$ cat config.mk
export PLATFORM = sky130hd
export DESIGN_NAME = fetch_unit
export DESIGN_NICKNAME = d
export VERILOG_FILES = /design/src/rtl/fetch_pkg.sv /design/src/rtl/sync_fifo.sv /design/src/rtl/fetch_unit.sv
export SDC_FILE = /design/constraint.sdc
export NUM_CORES = 1
export LEC_CHECK = 0
export ABC_AREA = 1
export CORE_MARGIN = 8
export CORE_UTILIZATION = 40
export CTS_BUF_LIST = sky130_fd_sc_hd__clkbuf_16
export DETAILED_ROUTE_END_ITERATION = 10
export GPL_ROUTABILITY_DRIVEN = 0
export PLACE_DENSITY_LB_ADDON = 0.12
export REMOVE_ABC_BUFFERS = 1
export SLEW_MARGIN = 10
export SYNTH_ARGS = -nofsm -noshare
export SYNTH_HDL_FRONTEND = slang
export SYNTH_SLANG_ARGS = --single-unit
$ cat constraint.sdc
create_clock -name clk -period 5.2 [get_ports clk]
set_clock_uncertainty 0.15 [all_clocks]
set_input_delay 0.52 -clock clk [delete_from_list [all_inputs] [get_ports clk]]
set_output_delay 0.52 -clock clk [all_outputs]
set_load 0.1 [all_outputs]
$ cat src/rtl/fetch_pkg.sv
`default_nettype none
// +----------------------------------------------------------------------+
// | fetch_pkg: shared widths and the buffered fetch entry type           |
// | Revision: 1.0                                                        |
// +----------------------------------------------------------------------+
package fetch_pkg;

    localparam int c_num_instr  = 10;
    localparam int c_reg_width  = 32;
    localparam int c_fifo_depth = 4;

    // PC must hold NUM_INSTR itself so the run-off value is representable.
    function automatic int pc_width(input int num_instr);
        return $clog2(num_instr + 1);
    endfunction

    localparam int c_pc_w = $clog2(c_num_instr + 1);

    typedef struct packed {
        logic [c_pc_w-1:0]      pc;
        logic [c_reg_width-1:0] instr;
    } fetch_entry_t;

endpackage
`default_nettype wire

$ cat src/rtl/sync_fifo.sv
`default_nettype none
// +----------------------------------------------------------------------+
// | sync_fifo: single-clock FIFO with flush, count and full/empty flags  |
// | Revision: 1.0                                                        |
// +----------------------------------------------------------------------+
module sync_fifo #(
    parameter int WIDTH = 8,
    parameter int DEPTH = 4,
    localparam int AW   = $clog2(DEPTH)
) (
    input  logic             clk,
    input  logic             rst,
    input  logic             i_flush,
    input  logic             i_push,
    input  logic             i_pop,
    input  logic [WIDTH-1:0] i_wdata,
    output logic [WIDTH-1:0] o_rdata,
    output logic [AW:0]      o_count,
    output logic             o_full,
    output logic             o_empty
);

    logic [WIDTH-1:0] r_mem [DEPTH];
    logic [AW-1:0]    r_wr_ptr;
    logic [AW-1:0]    r_rd_ptr;
    logic [AW:0]      r_count;
    logic             w_push;
    logic             w_pop;

    assign o_full  = (r_count == (AW+1)'(DEPTH));
    assign o_empty = (r_count == '0);
    assign o_count = r_count;
    assign o_rdata = r_mem[r_rd_ptr];
    assign w_push  = i_push && !o_full;
    assign w_pop   = i_pop && !o_empty;

    // Storage is cleared on reset so the head reads zero until first push.
    always_ff @(posedge clk or posedge rst) begin
        if (rst) begin
            for (int i = 0; i < DEPTH; i++) r_mem[i] <= '0;
            r_wr_ptr <= '0;
            r_rd_ptr <= '0;
            r_count  <= '0;
        end else if (i_flush) begin
            r_wr_ptr <= '0;
            r_rd_ptr <= '0;
            r_count  <= '0;
        end else begin
            if (w_push) begin
                r_mem[r_wr_ptr] <= i_wdata;
                r_wr_ptr        <= r_wr_ptr + 1'b1;
            end
            if (w_pop) r_rd_ptr <= r_rd_ptr + 1'b1;
            case ({w_push, w_pop})
                2'b10:   r_count <= r_count + 1'b1;
                2'b01:   r_count <= r_count - 1'b1;
                default: r_count <= r_count;
            endcase
        end
    end

endmodule
`default_nettype wire

$ cat src/rtl/fetch_unit.sv
`default_nettype none
// +----------------------------------------------------------------------+
// | fetch_unit: PC, credit-based imem issue, instruction buffer, redirect |
// | Revision: 1.0                                                        |
// +----------------------------------------------------------------------+
module fetch_unit
    import fetch_pkg::*;
#(
    parameter int NUM_INSTR  = c_num_instr,
    parameter int REG_WIDTH  = c_reg_width,
    parameter int FIFO_DEPTH = c_fifo_depth,
    parameter int PC_W       = pc_width(NUM_INSTR)
) (
    input  logic                 clk,
    input  logic                 rst,
    output logic                 imem_req,
    output logic [PC_W-1:0]      imem_addr,
    input  logic [REG_WIDTH-1:0] imem_rdata,
    input  logic                 redirect_valid,
    input  logic [PC_W-1:0]      redirect_pc,
    output logic                 out_valid,
    input  logic                 out_ready,
    output logic [REG_WIDTH-1:0] out_instr,
    output logic [PC_W-1:0]      out_pc,
    output logic                 halted
);

    localparam int c_cw = $clog2(FIFO_DEPTH) + 1;

    typedef struct packed {
        logic [PC_W-1:0]      pc;
        logic [REG_WIDTH-1:0] instr;
    } entry_t;

    logic [PC_W-1:0] r_fetch_pc;
    logic [PC_W-1:0] r_tag;
    logic            r_inflight;
    logic            w_issue;
    logic            w_push;
    logic            w_pop;
    logic            w_full;
    logic            w_empty;
    logic [c_cw-1:0] w_count;
    logic [c_cw-1:0] w_used;
    entry_t          w_wr_entry;
    entry_t          w_rd_entry;

    // Credits cover the in-flight read so a response always has a free slot.
    assign w_used  = w_count + {{(c_cw-1){1'b0}}, r_inflight};
    assign w_issue = !rst && !redirect_valid
                   && (r_fetch_pc < PC_W'(NUM_INSTR))
                   && (w_used < c_cw'(FIFO_DEPTH));

    assign imem_req  = w_issue;
    assign imem_addr = r_fetch_pc;

    // A redirect kills the response arriving in the same cycle.
    assign w_push           = r_inflight && !redirect_valid;
    assign w_wr_entry.pc    = r_tag;
    assign w_wr_entry.instr = imem_rdata;

    assign out_valid = !w_empty;
    assign w_pop     = out_valid && out_ready;
    assign out_instr = w_rd_entry.instr;
    assign out_pc    = w_rd_entry.pc;
    assign halted    = (r_fetch_pc >= PC_W'(NUM_INSTR)) && w_empty && !r_inflight;

    always_ff @(posedge clk or posedge rst) begin
        if (rst) begin
            r_fetch_pc <= '0;
            r_tag      <= '0;
            r_inflight <= 1'b0;
        end else begin
            r_inflight <= w_issue;
            if (w_issue) r_tag <= r_fetch_pc;
            if (redirect_valid)
                r_fetch_pc <= redirect_pc;
            else if (w_issue)
                r_fetch_pc <= r_fetch_pc + 1'b1;
        end
    end

    sync_fifo #(
        .WIDTH ($bits(entry_t)),
        .DEPTH (FIFO_DEPTH)
    ) u_fifo (
        .clk     (clk),
        .rst     (rst),
        .i_flush (redirect_valid),
        .i_push  (w_push),
        .i_pop   (w_pop),
        .i_wdata (w_wr_entry),
        .o_rdata (w_rd_entry),
        .o_count (w_count),
        .o_full  (w_full),
        .o_empty (w_empty)
    );

endmodule
`default_nettype wire
==> impl_metrics.prom, run 1 <==
# TYPE chip_impl_metric gauge
chip_impl_info{name="run_status",value="finished, final reports clean"} 1
chip_impl_metric{name="clock_sinks",unit=""} 160
chip_impl_metric{name="core_area",unit="µm²"} 18770
chip_impl_metric{name="synth_area_per_cell",unit="µm²"} 8.112
chip_impl_metric{name="cts_setup_buffers",unit=""} 0
chip_impl_metric{name="power.leakage",unit="nW"} 4.548
chip_impl_metric{name="wl",unit="µm"} 21080
chip_impl_metric{name="synth-edff-count",unit=""} 0
chip_impl_info{name="synth.top_cells.by_count",value="304 x sky130_fd_sc_hd__nand2_1, 225 x sky130_fd_sc_hd__o21ai_0, 160 x sky130_fd_sc_hd__dfrtp_1"} 1
chip_impl_metric{name="drv_cap",unit=""} 0
chip_impl_metric{name="num_vias",unit=""} 6467
chip_impl_metric{name="synth-async-reset-ratio",unit="%"} 100.0
chip_impl_info{name="cts_tree",value="yes"} 1
chip_impl_metric{name="drt-initial-drc-count",unit=""} 515
chip_impl_metric{name="ios",unit=""} 83
chip_impl_metric{name="grt_overflow_total",unit=""} 0
chip_impl_metric{name="power_density",unit="nW/µm²"} 550.2
chip_impl_info{name="setup_repair_after_global_routing_missed_its_margin",value="false"} 1
chip_impl_metric{name="cts_inserted_buffers",unit=""} 17
chip_impl_metric{name="grt_util_all_layers",unit="%"} 18.12
chip_impl_metric{name="layout.core_utilization",unit="%"} 48.34
chip_impl_metric{name="layout_min_cycle_time",unit="ns"} 3.995
chip_impl_metric{name="synthesis.area",unit="µm²"} 7650
chip_impl_metric{name="area.growth.synth_to_final",unit="%"} 18.60
chip_impl_metric{name="cts.clk_slew.worst_paths",unit="ns"} 0.06
chip_impl_metric{name="hold_viol",unit=""} 0
chip_impl_metric{name="firstDrtPassIters",unit=""} 4
chip_impl_metric{name="avgRoutedWirePerCell",unit="µm"} 17.07
chip_impl_metric{name="cp_data_required_time",unit="ns"} 4.53
chip_impl_metric{name="die_width",unit="µm"} 154.3
chip_impl_info{name="yosys_most_used_dff",value="sky130_fd_sc_hd__dfrtp_1"} 1
chip_impl_info{name="crit_path_top_delay_cell",value="sky130_fd_sc_hd__clkdlybuf4s50_1"} 1
chip_impl_metric{name="placement.io_buffers",unit=""} 82
chip_impl_metric{name="grt_antenna_before_repair",unit=""} 0
chip_impl_info{name="clock-root-buffer",value="sky130_fd_sc_hd__clkbuf_16"} 1
chip_impl_metric{name="critical_path_arrival",unit="ns"} 3.33
chip_impl_metric{name="ys.warnings.count",unit=""} 0
chip_impl_metric{name="layout.area.seq",unit="µm²"} 4005
chip_impl_metric{name="drc",unit=""} 0
chip_impl_info{name="endpoint_kind",value="output pin"} 1
chip_impl_metric{name="antenna_violating_nets_post_route",unit=""} 0
chip_impl_metric{name="worst_slew_margin_rel",unit="%"} 34.26
chip_impl_metric{name="ys_seq_elements",unit=""} 160
chip_impl_metric{name="clockBufferDepth",unit=""} 2
chip_impl_metric{name="syn-instance-count",unit=""} 943
chip_impl_metric{name="maxSlewViolCount",unit=""} 0
chip_impl_info{name="synth.most_common_cell",value="sky130_fd_sc_hd__nand2_1"} 1
chip_impl_metric{name="vdd.ir_drop.worst",unit="mV"} 0.3649
chip_impl_metric{name="dieHeight",unit="µm"} 154.3
chip_impl_metric{name="number_of_rows_in_the_core_area",unit=""} 50
chip_impl_metric{name="timing.critical_path.fanout_max",unit=""} 35
chip_impl_metric{name="cts_htree_levels",unit=""} 4
chip_impl_metric{name="worstMarginPinSlew",unit="ns"} 0.9830
chip_impl_metric{name="finalSetupViolations",unit=""} 0
chip_impl_info{name="yosys-top-cells-area",value="sky130_fd_sc_hd__dfrtp_1 52%, sky130_fd_sc_hd__nand2_1 15%, sky130_fd_sc_hd__o21ai_0 15%, sky130_fd_sc_hd__nor2_1 3.0%, sky130_fd_sc_hd__o22ai_1 1.8%"} 1
chip_impl_metric{name="fmax",unit="GHz"} 0.2503
chip_impl_metric{name="drive_above_1_share",unit="%"} 5.794
chip_impl_info{name="category_of_the_most_critical_setup_path",value="reg -> out"} 1
chip_impl_metric{name="yosysUniqueCellTypes",unit=""} 30
chip_impl_metric{name="wire_length_of_the_first_global_routing_pass",unit="µm"} 34410
chip_impl_metric{name="synth_largest_type_area_fraction",unit="%"} 52.34
chip_impl_metric{name="synth.yosys.seq_area_share",unit="%"} 52.34
chip_impl_info{name="crit_path_cell_trace",value="inv_2, buf_4, o21ai_0, o22ai_1, clkdlybuf4s50_1"} 1
chip_impl_metric{name="start_util",unit="%"} 40.76
chip_impl_metric{name="routed_via_density",unit=""} 5.236
chip_impl_metric{name="largest_net_degree_at_the_start_of_global_routing",unit=""} 104
chip_impl_metric{name="first_global_vias",unit=""} 6343
chip_impl_metric{name="setup_tns",unit="ns"} 0
chip_impl_info{name="type_of_the_worst_min_delay_path",value="reg -> reg"} 1
chip_impl_metric{name="clock_insertion_delay_worst_skew",unit="ns"} 0.42
chip_impl_metric{name="postCtsHoldBufs",unit=""} 0
chip_impl_metric{name="antennaDiodeCount",unit=""} 0
chip_impl_info{name="yosysTopAreaCell",value="sky130_fd_sc_hd__dfrtp_1"} 1
chip_impl_metric{name="final_min_period_over_clock_period",unit="%"} 76.84
chip_impl_metric{name="timing.critical_path.slowest_cell_delay",unit="ns"} 1.21
chip_impl_metric{name="multiInputGateArea",unit="µm²"} 3157
chip_impl_metric{name="fp.dieArea",unit="µm²"} 23810
chip_impl_info{name="setup.worst_path.start_class",value="register"} 1
chip_impl_metric{name="place_hpwl",unit="µm"} 11800
chip_impl_metric{name="final.fill_count",unit=""} 1858
chip_impl_metric{name="finalNetCount",unit=""} 1035
chip_impl_metric{name="ctsResizeCount",unit=""} 0
path summary, 6_finish.rpt:
path / from / end / slack [ns] / depth (start not counted)
hold reg to reg: u_fifo.r_mem[4]$_DFFE_PP0P_ / u_fifo.r_mem[4]$_DFFE_PP0P_ / 0.34 / 2
min in group asynchronous: rst / imem_addr[1]$_DFFE_PP0P_ / 0.56 / 2
setup / recovery: u_fifo.r_rd_ptr[0]$_DFFE_PP0P_ / out_pc[3] / 1.20 / 5
max in group asynchronous: rst / u_fifo.r_mem[98]$_DFFE_PP0P_ / 3.28 / 3
hold / removal: u_fifo.r_mem[4]$_DFFE_PP0P_ / u_fifo.r_mem[4]$_DFFE_PP0P_ / 0.34 / 2
setup reg to reg: u_fifo.o_count[0]$_DFFE_PP0P_ / u_fifo.r_mem[111]$_DFFE_PP0P_ / 2.36 / 7
metal layers:
layer	vias to the layer above	wire, µm	track usage, %
li1	3193	-	-
met1	3133	10260	24.72
met2	124	9664	28.31
met3	17	901	3.901
met4	0	255	5.600
met5	-	0	0
critical path: cells and delay by family (launching register included):
kind / cells / cell delay (ns)
DFF: 1 / 0.40
AOI/OAI and AO/OA: 2 / 0.40
buffers and inverters: 3 / 2.09
stage by stage:
| stage | total power [mW] | cell area, µm² | hold slack, ns | setup slack (ns) | std cells |
|---|---|---|---|---|---|
| after floorplan | 3.198 | 7284 | 0.3019 | 0.1571 | 878 |
| final | 4.992 | 9072 | 0.3365 | 1.205 | 1235 |
| after global placement | 3.719 | 8472 | 0.3129 | 1.625 | 1203 |
| after detailed placement | 3.734 | 8472 | 0.3202 | 1.617 | 1203 |
| after CTS | 5.032 | 9072 | 0.3340 | 1.184 | 1235 |
| after global routing | 5.232 | 9072 | 0.3498 | 1.034 | 1235 |
power by group:
part / total (mW) / internal (mW) / switching [mW]
Sequential: 1.66 / 1.52 / 0.139
Clock: 1.30 / 0.792 / 0.505
Combinational: 2.03 / 0.461 / 1.57
Total: 4.99 / 2.77 / 2.22
final cells by class:
class	instances	share of cell area [%]
inverter	33	1.420
clock inverter	15	1.931
clock buffer	17	4.689
multi-input combinational	685	34.80
tap	234	3.227
sequential	160	44.15
timing repair buffer	91	9.792
cell families after synthesis:
kind of cell / synth area share [%]
adder cells (fa/ha/maj): 1.243
XOR/XNOR: 0.1145
flip-flops: 52.34
AO/OA/AOI/OAI: 18.79
buffers and inverters: 6.395
AND/OR/NAND/NOR: 21.12
placed cells by master, fill, tap and decap left out:
cell type and count:
sky130_fd_sc_hd__nand2_1 304, sky130_fd_sc_hd__a21oi_2 1, sky130_fd_sc_hd__nor4_1 1, sky130_fd_sc_hd__clkinv_1 4, sky130_fd_sc_hd__nand4_2 1, sky130_fd_sc_hd__xnor2_1 1, sky130_fd_sc_hd__ha_1 6, sky130_fd_sc_hd__buf_4 9
sky130_fd_sc_hd__o22ai_1 22, sky130_fd_sc_hd__nor2_1 62, sky130_fd_sc_hd__dfrtp_2 1, sky130_fd_sc_hd__nand2_4 2, sky130_fd_sc_hd__o21ai_0 225, sky130_fd_sc_hd__fa_1 1, sky130_fd_sc_hd__clkbuf_16 17, sky130_fd_sc_hd__nor3_1 1
sky130_fd_sc_hd__or2_2 1, sky130_fd_sc_hd__bufinv_16 4, sky130_fd_sc_hd__dfrtp_1 159, sky130_fd_sc_hd__clkinv_2 4, sky130_fd_sc_hd__nand2_2 3, sky130_fd_sc_hd__nand4_1 5, sky130_fd_sc_hd__clkdlybuf4s50_1 82, sky130_fd_sc_hd__nor2_4 2
sky130_fd_sc_hd__clkinv_4 1, sky130_fd_sc_hd__inv_6 1, sky130_fd_sc_hd__o21ai_1 17, sky130_fd_sc_hd__inv_1 27, sky130_fd_sc_hd__nand3_1 10, sky130_fd_sc_hd__inv_2 6, sky130_fd_sc_hd__a21oi_1 16, sky130_fd_sc_hd__clkinvlp_4 1
sky130_fd_sc_hd__nor2_2 1, sky130_fd_sc_hd__nor2_8 3
state kept, by name (all words and copies together) (netlist names):
signal,flops
u_fifo.r_rd_ptr,2
u_fifo.r_mem,144
imem_addr,4
r_tag,4
u_fifo.o_count,3
r_inflight,1
u_fifo.r_wr_ptr,2
Power figures use the tool's default switching activity.
==> run 2: changes to the inputs <==
clock period = 3.5 ns   (was 5.2 ns; I/O delays follow)
==> run 2 against run 1 <==
  * Final cell count is 0.32% higher
  * Non-clock buffer count is 4 higher
  * Largest cell class unchanged
  * Die area stayed put
  * Register-to-register slack worse by 1.2 ns
  * Critical path depth is 1 higher
  * Routed wire length is 1.3% lower
  * Flip-flop and latch count stayed put
  * Final area is 1.8% higher
  * Combinational power is 63% higher
  * First-iteration DRC count is 17% lower
  * Power is 51% higher
==> impl_metrics.prom, run 2 (synthesis gave the netlist of run 1 again) <==
# TYPE chip_impl_metric gauge
chip_impl_metric{name="vdd.ir_drop.worst",unit="mV"} 0.3463
chip_impl_metric{name="largest_net_degree_at_the_start_of_global_routing",unit=""} 64
chip_impl_metric{name="placement.io_buffers",unit=""} 82
chip_impl_metric{name="drive_above_1_share",unit="%"} 10.05
chip_impl_info{name="regMostFlops",value="u_fifo.r_mem"} 1
chip_impl_metric{name="cts_setup_buffers",unit=""} 0
chip_impl_info{name="type_of_the_worst_min_delay_path",value="in -> async"} 1
chip_impl_metric{name="die_width",unit="µm"} 154.3
chip_impl_metric{name="antenna_violating_nets_post_route",unit=""} 0
chip_impl_metric{name="power.leakage",unit="nW"} 4.672
chip_impl_metric{name="cts_inserted_buffers",unit=""} 17
chip_impl_metric{name="worstMarginPinSlew",unit="ns"} 0.9801
chip_impl_metric{name="ctsResizeCount",unit=""} 0
chip_impl_metric{name="final.fill_count",unit=""} 1816
chip_impl_metric{name="start_util",unit="%"} 40.76
chip_impl_info{name="crit_path_top_delay_cell",value="sky130_fd_sc_hd__o21ai_0"} 1
chip_impl_metric{name="routed_via_density",unit=""} 5.210
chip_impl_metric{name="first_global_vias",unit=""} 6344
chip_impl_metric{name="dp_cells",unit=""} 1207
chip_impl_metric{name="area.growth.synth_to_final",unit="%"} 20.67
chip_impl_metric{name="pre_cts_ws",unit="ns"} 0.6919
chip_impl_metric{name="worst-path-buf-inv",unit=""} 4
chip_impl_metric{name="number_of_rows_in_the_core_area",unit=""} 50
chip_impl_info{name="most_common_cell_after_layout_fill_and_taps_aside",value="sky130_fd_sc_hd__nand2_1"} 1
chip_impl_info{name="run_status",value="finished, final reports clean"} 1
chip_impl_info{name="crit_path_cell_trace",value="buf_4, inv_1, buf_4, o21ai_0, o21ai_0, buf_12"} 1
chip_impl_metric{name="avgRoutedWirePerCell",unit="µm"} 16.78
chip_impl_info{name="most-common-layout-cells",value="304 x sky130_fd_sc_hd__nand2_1, 225 x sky130_fd_sc_hd__o21ai_0, 159 x sky130_fd_sc_hd__dfrtp_1"} 1
chip_impl_metric{name="layout_min_cycle_time",unit="ns"} 2.789
chip_impl_metric{name="drc",unit=""} 0
chip_impl_metric{name="grt_overflow_total",unit=""} 0
chip_impl_metric{name="grt_antenna_before_repair",unit=""} 0
chip_impl_metric{name="largest_register_ff_count",unit=""} 144
chip_impl_metric{name="filler_free_cell_count_of_the_finished_design",unit=""} 1239
chip_impl_metric{name="num_vias",unit=""} 6455
chip_impl_metric{name="core_area",unit="µm²"} 18770
chip_impl_metric{name="critical_path_arrival",unit="ns"} 2.29
chip_impl_info{name="clock-root-buffer",value="sky130_fd_sc_hd__clkbuf_16"} 1
chip_impl_metric{name="drt-initial-drc-count",unit=""} 425
chip_impl_metric{name="antennaDiodeCount",unit=""} 0
chip_impl_metric{name="cp_data_required_time",unit="ns"} 3.00
chip_impl_metric{name="cts_htree_levels",unit=""} 4
chip_impl_metric{name="finalNetCount",unit=""} 1039
chip_impl_metric{name="place_hpwl",unit="µm"} 11690
chip_impl_metric{name="clock_insertion_delay_worst_skew",unit="ns"} 0.43
chip_impl_metric{name="dieHeight",unit="µm"} 154.3
chip_impl_metric{name="ios",unit=""} 83
chip_impl_metric{name="wire_length_of_the_first_global_routing_pass",unit="µm"} 34320
chip_impl_metric{name="design_area",unit="µm²"} 9231
chip_impl_metric{name="worst_slew_margin_rel",unit="%"} 34.46
chip_impl_metric{name="timing.critical_path.slowest_cell_delay",unit="ns"} 0.41
chip_impl_info{name="category_of_the_most_critical_setup_path",value="reg -> out"} 1
chip_impl_metric{name="fin_hold_ws",unit="ns"} 0.2145
chip_impl_metric{name="hold_viol",unit=""} 0
chip_impl_metric{name="maxSlewViolCount",unit=""} 0
chip_impl_metric{name="fmax",unit="GHz"} 0.3586
chip_impl_metric{name="clock_sinks",unit=""} 160
chip_impl_metric{name="postCtsHoldBufs",unit=""} 0
chip_impl_metric{name="placement.cell_area",unit="µm²"} 8680
chip_impl_info{name="setup_repair_after_global_routing_missed_its_margin",value="false"} 1
chip_impl_metric{name="grt_util_all_layers",unit="%"} 18.03
chip_impl_metric{name="clockBufferDepth",unit=""} 2
chip_impl_metric{name="drv_cap",unit=""} 0
chip_impl_metric{name="power_density",unit="nW/µm²"} 817.1
chip_impl_metric{name="timing.critical_path.fanout_max",unit=""} 37
chip_impl_info{name="timing.critical_path.max_delay_family",value="buffers and inverters"} 1
chip_impl_info{name="cts_tree",value="yes"} 1
chip_impl_metric{name="finalSetupViolations",unit=""} 0
chip_impl_info{name="setup.worst_path.start_class",value="register"} 1
chip_impl_metric{name="setup.reg_to_reg.worst_slack",unit="ns"} 1.15
chip_impl_metric{name="final_min_period_over_clock_period",unit="%"} 79.68
chip_impl_metric{name="cts.clk_slew.worst_paths",unit="ns"} 0.06
chip_impl_info{name="endpoint_kind",value="output pin"} 1
chip_impl_metric{name="layout.core_utilization",unit="%"} 49.19
chip_impl_metric{name="layout_setup_ws",unit="ns"} 0.7111
chip_impl_metric{name="wl",unit="µm"} 20790
chip_impl_metric{name="firstDrtPassIters",unit=""} 4
chip_impl_metric{name="fp.dieArea",unit="µm²"} 23810
-- run 2: metal layers --
metal  vias to the layer above  GRT usage [%]  share of wire, %
met5                         -              0                 0
met4                         0          4.246              0.70
met3                        14          4.709               4.3
met2                       118          28.43                47
met1                      3122          24.35                48
li1                       3201              -                 -
-- run 2: layout make-up --
cell class,count,area (µm²),area share [%]
tap,234,292.8,3.172
inverter,33,128.9,1.396
clock buffer,17,425.4,4.608
clock inverter,15,126.4,1.369
multi-input combinational,685,3157,34.20
timing repair buffer,95,1096,11.87
sequential,160,4005,43.39
-- run 2: final timing paths --
path / end / cells past startpoint / start
max: out_pc[2] / 6 / u_fifo.r_rd_ptr[1]$_DFFE_PP0P_
min: r_inflight$_DFF_PP0_ / 2 / rst
max reg2reg: u_fifo.o_count[0]$_DFFE_PP0P_ / 9 / u_fifo.o_count[0]$_DFFE_PP0P_
min reg2reg: u_fifo.r_mem[8]$_DFFE_PP0P_ / 2 / u_fifo.r_mem[8]$_DFFE_PP0P_
max in group asynchronous: u_fifo.r_mem[81]$_DFFE_PP0P_ / 3 / rst
min in group clk: u_fifo.r_mem[8]$_DFFE_PP0P_ / 2 / u_fifo.r_mem[8]$_DFFE_PP0P_
-- run 2: worst reg2reg max path, delay by kind of cell (launching register included) --
kind | cells | cell delay [ns]
flops | 1 | 0.46
compound gates | 1 | 0.06
simple gates | 6 | 0.86
buf+inv | 2 | 0.70
-- run 2: report_power, final --
part / total (mW) / internal, mW / switching [mW]
Sequential: 2.47 / 2.26 / 0.204
Combinational: 3.30 / 0.893 / 2.41
Clock: 1.78 / 1.03 / 0.749
-- run 2: stage by stage --
stage / total power, mW / TNS, ns
after floorplan: 4.751 / -248.62
after global placement: 5.803 / 0
after detailed placement: 5.831 / 0
after CTS: 7.603 / 0
after global routing: 7.919 / 0
final: 7.543 / 0
==> run 3: changes to the inputs <==
clock period = 2.2 ns   (was 3.5 ns; I/O delays follow)
==> run 3 against run 2 <==
  * First-iteration DRC count decreased by 4.0%
  * Sequential share of layout area fell by 3.2 points
  * Sequential power rose by 59%
  * Setup slack got worse by 0.65 ns
  * Critical path depth down 2
  * Flip-flop and latch count unchanged
  * Clock power is 59% higher
  * Hold slack got worse by 0.14 ns
  * Final area grew 7.9%
  * Critical endpoint is now out_pc[3]
==> impl_metrics.prom, run 3 (synthesis gave the netlist of run 1 again) <==
# TYPE chip_impl_metric gauge
chip_impl_metric{name="grt_util_all_layers",unit="%"} 18.45
chip_impl_metric{name="p_clk_share",unit="%"} 22.1
chip_impl_info{name="most_common_cell_after_layout_fill_and_taps_aside",value="sky130_fd_sc_hd__nand2_1"} 1
chip_impl_metric{name="pwr-share-seq",unit="%"} 30.7
chip_impl_metric{name="drive_above_1_share",unit="%"} 14.83
chip_impl_metric{name="maxSlewViolCount",unit=""} 0
chip_impl_metric{name="cts_htree_levels",unit=""} 4
chip_impl_metric{name="finalSetupViolations",unit=""} 0
chip_impl_metric{name="worst-path-buf-inv",unit=""} 2
chip_impl_metric{name="cts_setup_buffers",unit=""} 0
chip_impl_metric{name="placement.cell_area",unit="µm²"} 9123
chip_impl_metric{name="largest_net_degree_at_the_start_of_global_routing",unit=""} 48
chip_impl_metric{name="design_area",unit="µm²"} 9957
chip_impl_metric{name="drt-initial-drc-count",unit=""} 408
chip_impl_info{name="type_of_the_worst_min_delay_path",value="in -> async"} 1
chip_impl_metric{name="finalNetCount",unit=""} 1059
chip_impl_info{name="worst_flop_to_flop_path_startpoint",value="u_fifo.o_count[1]$_DFFE_PP0P_"} 1
chip_impl_metric{name="layout_min_cycle_time",unit="ns"} 2.141
chip_impl_metric{name="drc",unit=""} 0
chip_impl_metric{name="clockBufferDepth",unit=""} 2
chip_impl_metric{name="antennaDiodeCount",unit=""} 0
chip_impl_info{name="most-common-layout-cells",value="303 x sky130_fd_sc_hd__nand2_1, 205 x sky130_fd_sc_hd__o21ai_0, 159 x sky130_fd_sc_hd__dfrtp_1"} 1
chip_impl_metric{name="fmax",unit="GHz"} 0.4671
chip_impl_metric{name="area.growth.synth_to_final",unit="%"} 30.16
chip_impl_metric{name="antenna_violating_nets_post_route",unit=""} 0
chip_impl_metric{name="combinational_power_share",unit="%"} 47.2
chip_impl_metric{name="start_util",unit="%"} 40.76
chip_impl_metric{name="power.leakage",unit="nW"} 4.993
chip_impl_metric{name="first_global_vias",unit=""} 6557
chip_impl_info{name="category_of_the_most_critical_setup_path",value="reg -> out"} 1
chip_impl_metric{name="dieHeight",unit="µm"} 154.3
chip_impl_metric{name="sw_share",unit="%"} 43.30
chip_impl_metric{name="critical_path_arrival",unit="ns"} 1.77
chip_impl_metric{name="cts_inserted_buffers",unit=""} 17
chip_impl_metric{name="setup_tns",unit="ns"} 0
chip_impl_metric{name="firstDrtPassIters",unit=""} 4
chip_impl_metric{name="power_density",unit="nW/µm²"} 1286
chip_impl_info{name="endpoint_kind",value="output pin"} 1
chip_impl_metric{name="cp_data_required_time",unit="ns"} 1.83
chip_impl_metric{name="clock_insertion_delay_worst_skew",unit="ns"} 0.43
chip_impl_metric{name="final_min_period_over_clock_period",unit="%"} 97.31
chip_impl_metric{name="avgRoutedWirePerCell",unit="µm"} 17.42
chip_impl_metric{name="timing.critical_path.slowest_cell_delay",unit="ns"} 0.45
chip_impl_metric{name="placement.io_buffers",unit=""} 82
chip_impl_metric{name="power.net_switching",unit="mW"} 5.545
chip_impl_metric{name="wire_length_of_the_first_global_routing_pass",unit="µm"} 35290
chip_impl_metric{name="routed_via_density",unit=""} 5.251
chip_impl_metric{name="number_of_rows_in_the_core_area",unit=""} 50
chip_impl_metric{name="largest_register_ff_count",unit=""} 144
chip_impl_metric{name="timing.critical_path.fanout_max",unit=""} 18
chip_impl_info{name="clock-root-buffer",value="sky130_fd_sc_hd__clkbuf_16"} 1
chip_impl_metric{name="num_vias",unit=""} 6611
chip_impl_info{name="regMostFlops",value="u_fifo.r_mem"} 1
chip_impl_info{name="run_status",value="finished, final reports clean"} 1
chip_impl_metric{name="grt_antenna_before_repair",unit=""} 0
chip_impl_metric{name="final.fill_count",unit=""} 1728
chip_impl_metric{name="drv_cap",unit=""} 0
chip_impl_metric{name="grt_overflow_total",unit=""} 0
chip_impl_info{name="crit_path_top_delay_cell",value="sky130_fd_sc_hd__dfrtp_2"} 1
chip_impl_metric{name="vdd.ir_drop.worst",unit="mV"} 0.7477
chip_impl_metric{name="global_route.usage.met2",unit="%"} 29.70
chip_impl_info{name="timing.critical_path.max_delay_family",value="buffers and inverters"} 1
chip_impl_metric{name="hold_viol",unit=""} 0
chip_impl_metric{name="global_route.usage.met1",unit="%"} 24.93
chip_impl_metric{name="fp.dieArea",unit="µm²"} 23810
chip_impl_metric{name="wl",unit="µm"} 21930
chip_impl_metric{name="worst_slew_margin_rel",unit="%"} 55.22
chip_impl_metric{name="grt.met3_usage",unit="%"} 3.789
chip_impl_metric{name="setup.reg_to_reg.worst_slack",unit="ns"} 0.19
chip_impl_info{name="setup_repair_after_global_routing_missed_its_margin",value="true"} 1
chip_impl_info{name="r2r_end",value="u_fifo.o_count[2]$_DFFE_PP0P_"} 1
chip_impl_info{name="cts_tree",value="yes"} 1
chip_impl_info{name="crit_path_cell_trace",value="buf_4, o21ai_0, o22ai_2, buf_12"} 1
chip_impl_metric{name="ios",unit=""} 83
chip_impl_metric{name="worst_r2r_path_depth",unit=""} 11
chip_impl_metric{name="clock_sinks",unit=""} 160
chip_impl_metric{name="cts.clk_slew.worst_paths",unit="ns"} 0.06
chip_impl_metric{name="core_area",unit="µm²"} 18770
chip_impl_metric{name="worstMarginPinSlew",unit="ns"} 0.6717
chip_impl_metric{name="cell_internal_pwr",unit="mW"} 7.263
chip_impl_metric{name="place_hpwl",unit="µm"} 12360
chip_impl_metric{name="die_width",unit="µm"} 154.3
chip_impl_info{name="grt_busiest_layer",value="met2"} 1
chip_impl_info{name="setup.worst_path.start_class",value="register"} 1
## run 3: changes by cell type in the layout (fill, tap and decap cells not counted), sizes merged
cell	before	now
buf	52	70
clkinvlp	3	2
clkinv	10	7
inv	33	37
clkdlybuf4s50	43	39
clkbuf	17	23
## run 3: area by class of cell
class                           instances  area (µm²)  share of cell area, %
Tap cell                              234       292.8                  2.940
Sequential cell                       160        4005                  40.22
Inverter                               33       133.9                  1.345
Multi-Input combinational cell        685        3326                  33.40
Clock buffer                           17       425.4                  4.272
Timing Repair Buffer                  115        1645                  16.52
Clock inverter                         15       128.9                  1.294
## run 3: power by group through the flow
stage          logic [mW]  registers (mW)  clock network [mW]
2_1_floorplan        3.56            4.00                   0
3_5_place_dp         5.83            3.97                   0
3_3_place_gp         5.80            3.95                   0
5_1_grt              6.38            4.01                3.01
6_report             6.04            3.93                2.83
4_1_cts              5.94            3.92                2.89
## run 3: routing by layer
layer	vias up	routed length [µm]	share of wire (%)
met1	3213	10410	47
met5	-	0	0
met3	11	1041	4.7
met2	153	10320	47
met4	0	158	0.72
li1	3234	-	-
## run 3: worst register-to-register path: stages (launching register included)
cell and delay (ns):
sky130_fd_sc_hd__dfrtp_1 0.45, sky130_fd_sc_hd__nor2_2 0.20, sky130_fd_sc_hd__a21oi_2 0.13, sky130_fd_sc_hd__nand2_4 0.07, sky130_fd_sc_hd__inv_1 0.05, sky130_fd_sc_hd__fa_1 0.38
sky130_fd_sc_hd__xnor2_1 0.20, sky130_fd_sc_hd__inv_1 0.05, sky130_fd_sc_hd__nand2_1 0.06, sky130_fd_sc_hd__nand2_1 0.05, sky130_fd_sc_hd__nand3_1 0.06, sky130_fd_sc_hd__nand2_1 0.06
## run 3: worst max path at each step
stage / from / to / slack (ns) / depth (start not counted)
6_report: u_fifo.r_rd_ptr[0]$_DFFE_PP0P_ / out_pc[3] / 0.06 / 4
5_1_grt: u_fifo.r_rd_ptr[0]$_DFFE_PP0P_ / out_pc[3] / -0.03 / 4
4_1_cts: u_fifo.r_rd_ptr[0]$_DFFE_PP0P_ / out_instr[0] / 0.0003 / 5
3_5_place_dp: redirect_valid / u_fifo.o_count[2]$_DFFE_PP0P_ / 0.04 / 12
3_3_place_gp: redirect_valid / u_fifo.o_count[2]$_DFFE_PP0P_ / 0.08 / 12
2_1_floorplan: u_fifo.r_rd_ptr[0]$_DFFE_PP0P_ / out_instr[21] / -2.54 / 3
## run 3: through the flow
| stage | hold slack (ns) | cells | setup WS (ns) | power, mW | util (%) |
|---|---|---|---|---|---|
| 2_1_floorplan | 0.1867 | 878 | -2.543 | 7.558 | - |
| 3_3_place_gp | 0.3141 | 1224 | 0.08493 | 9.755 | 48.61 |
| 3_5_place_dp | 0.3205 | 1224 | 0.04330 | 9.804 | 48.61 |
| 4_1_cts | 0.08417 | 1256 | 0.0003415 | 12.75 | 52.03 |
| 5_1_grt | 0.1211 | 1259 | -0.03211 | 13.39 | 53.05 |
| 6_report | 0.07492 | 1259 | 0.05916 | 12.81 | 53.05 |
## run 3: what timing repair did
item	in CTS	in global routing
cloned	0	3
setup endpoints to repair	26	32
hold buffers	0	0
pin swaps	0	4
resized for setup	27	32
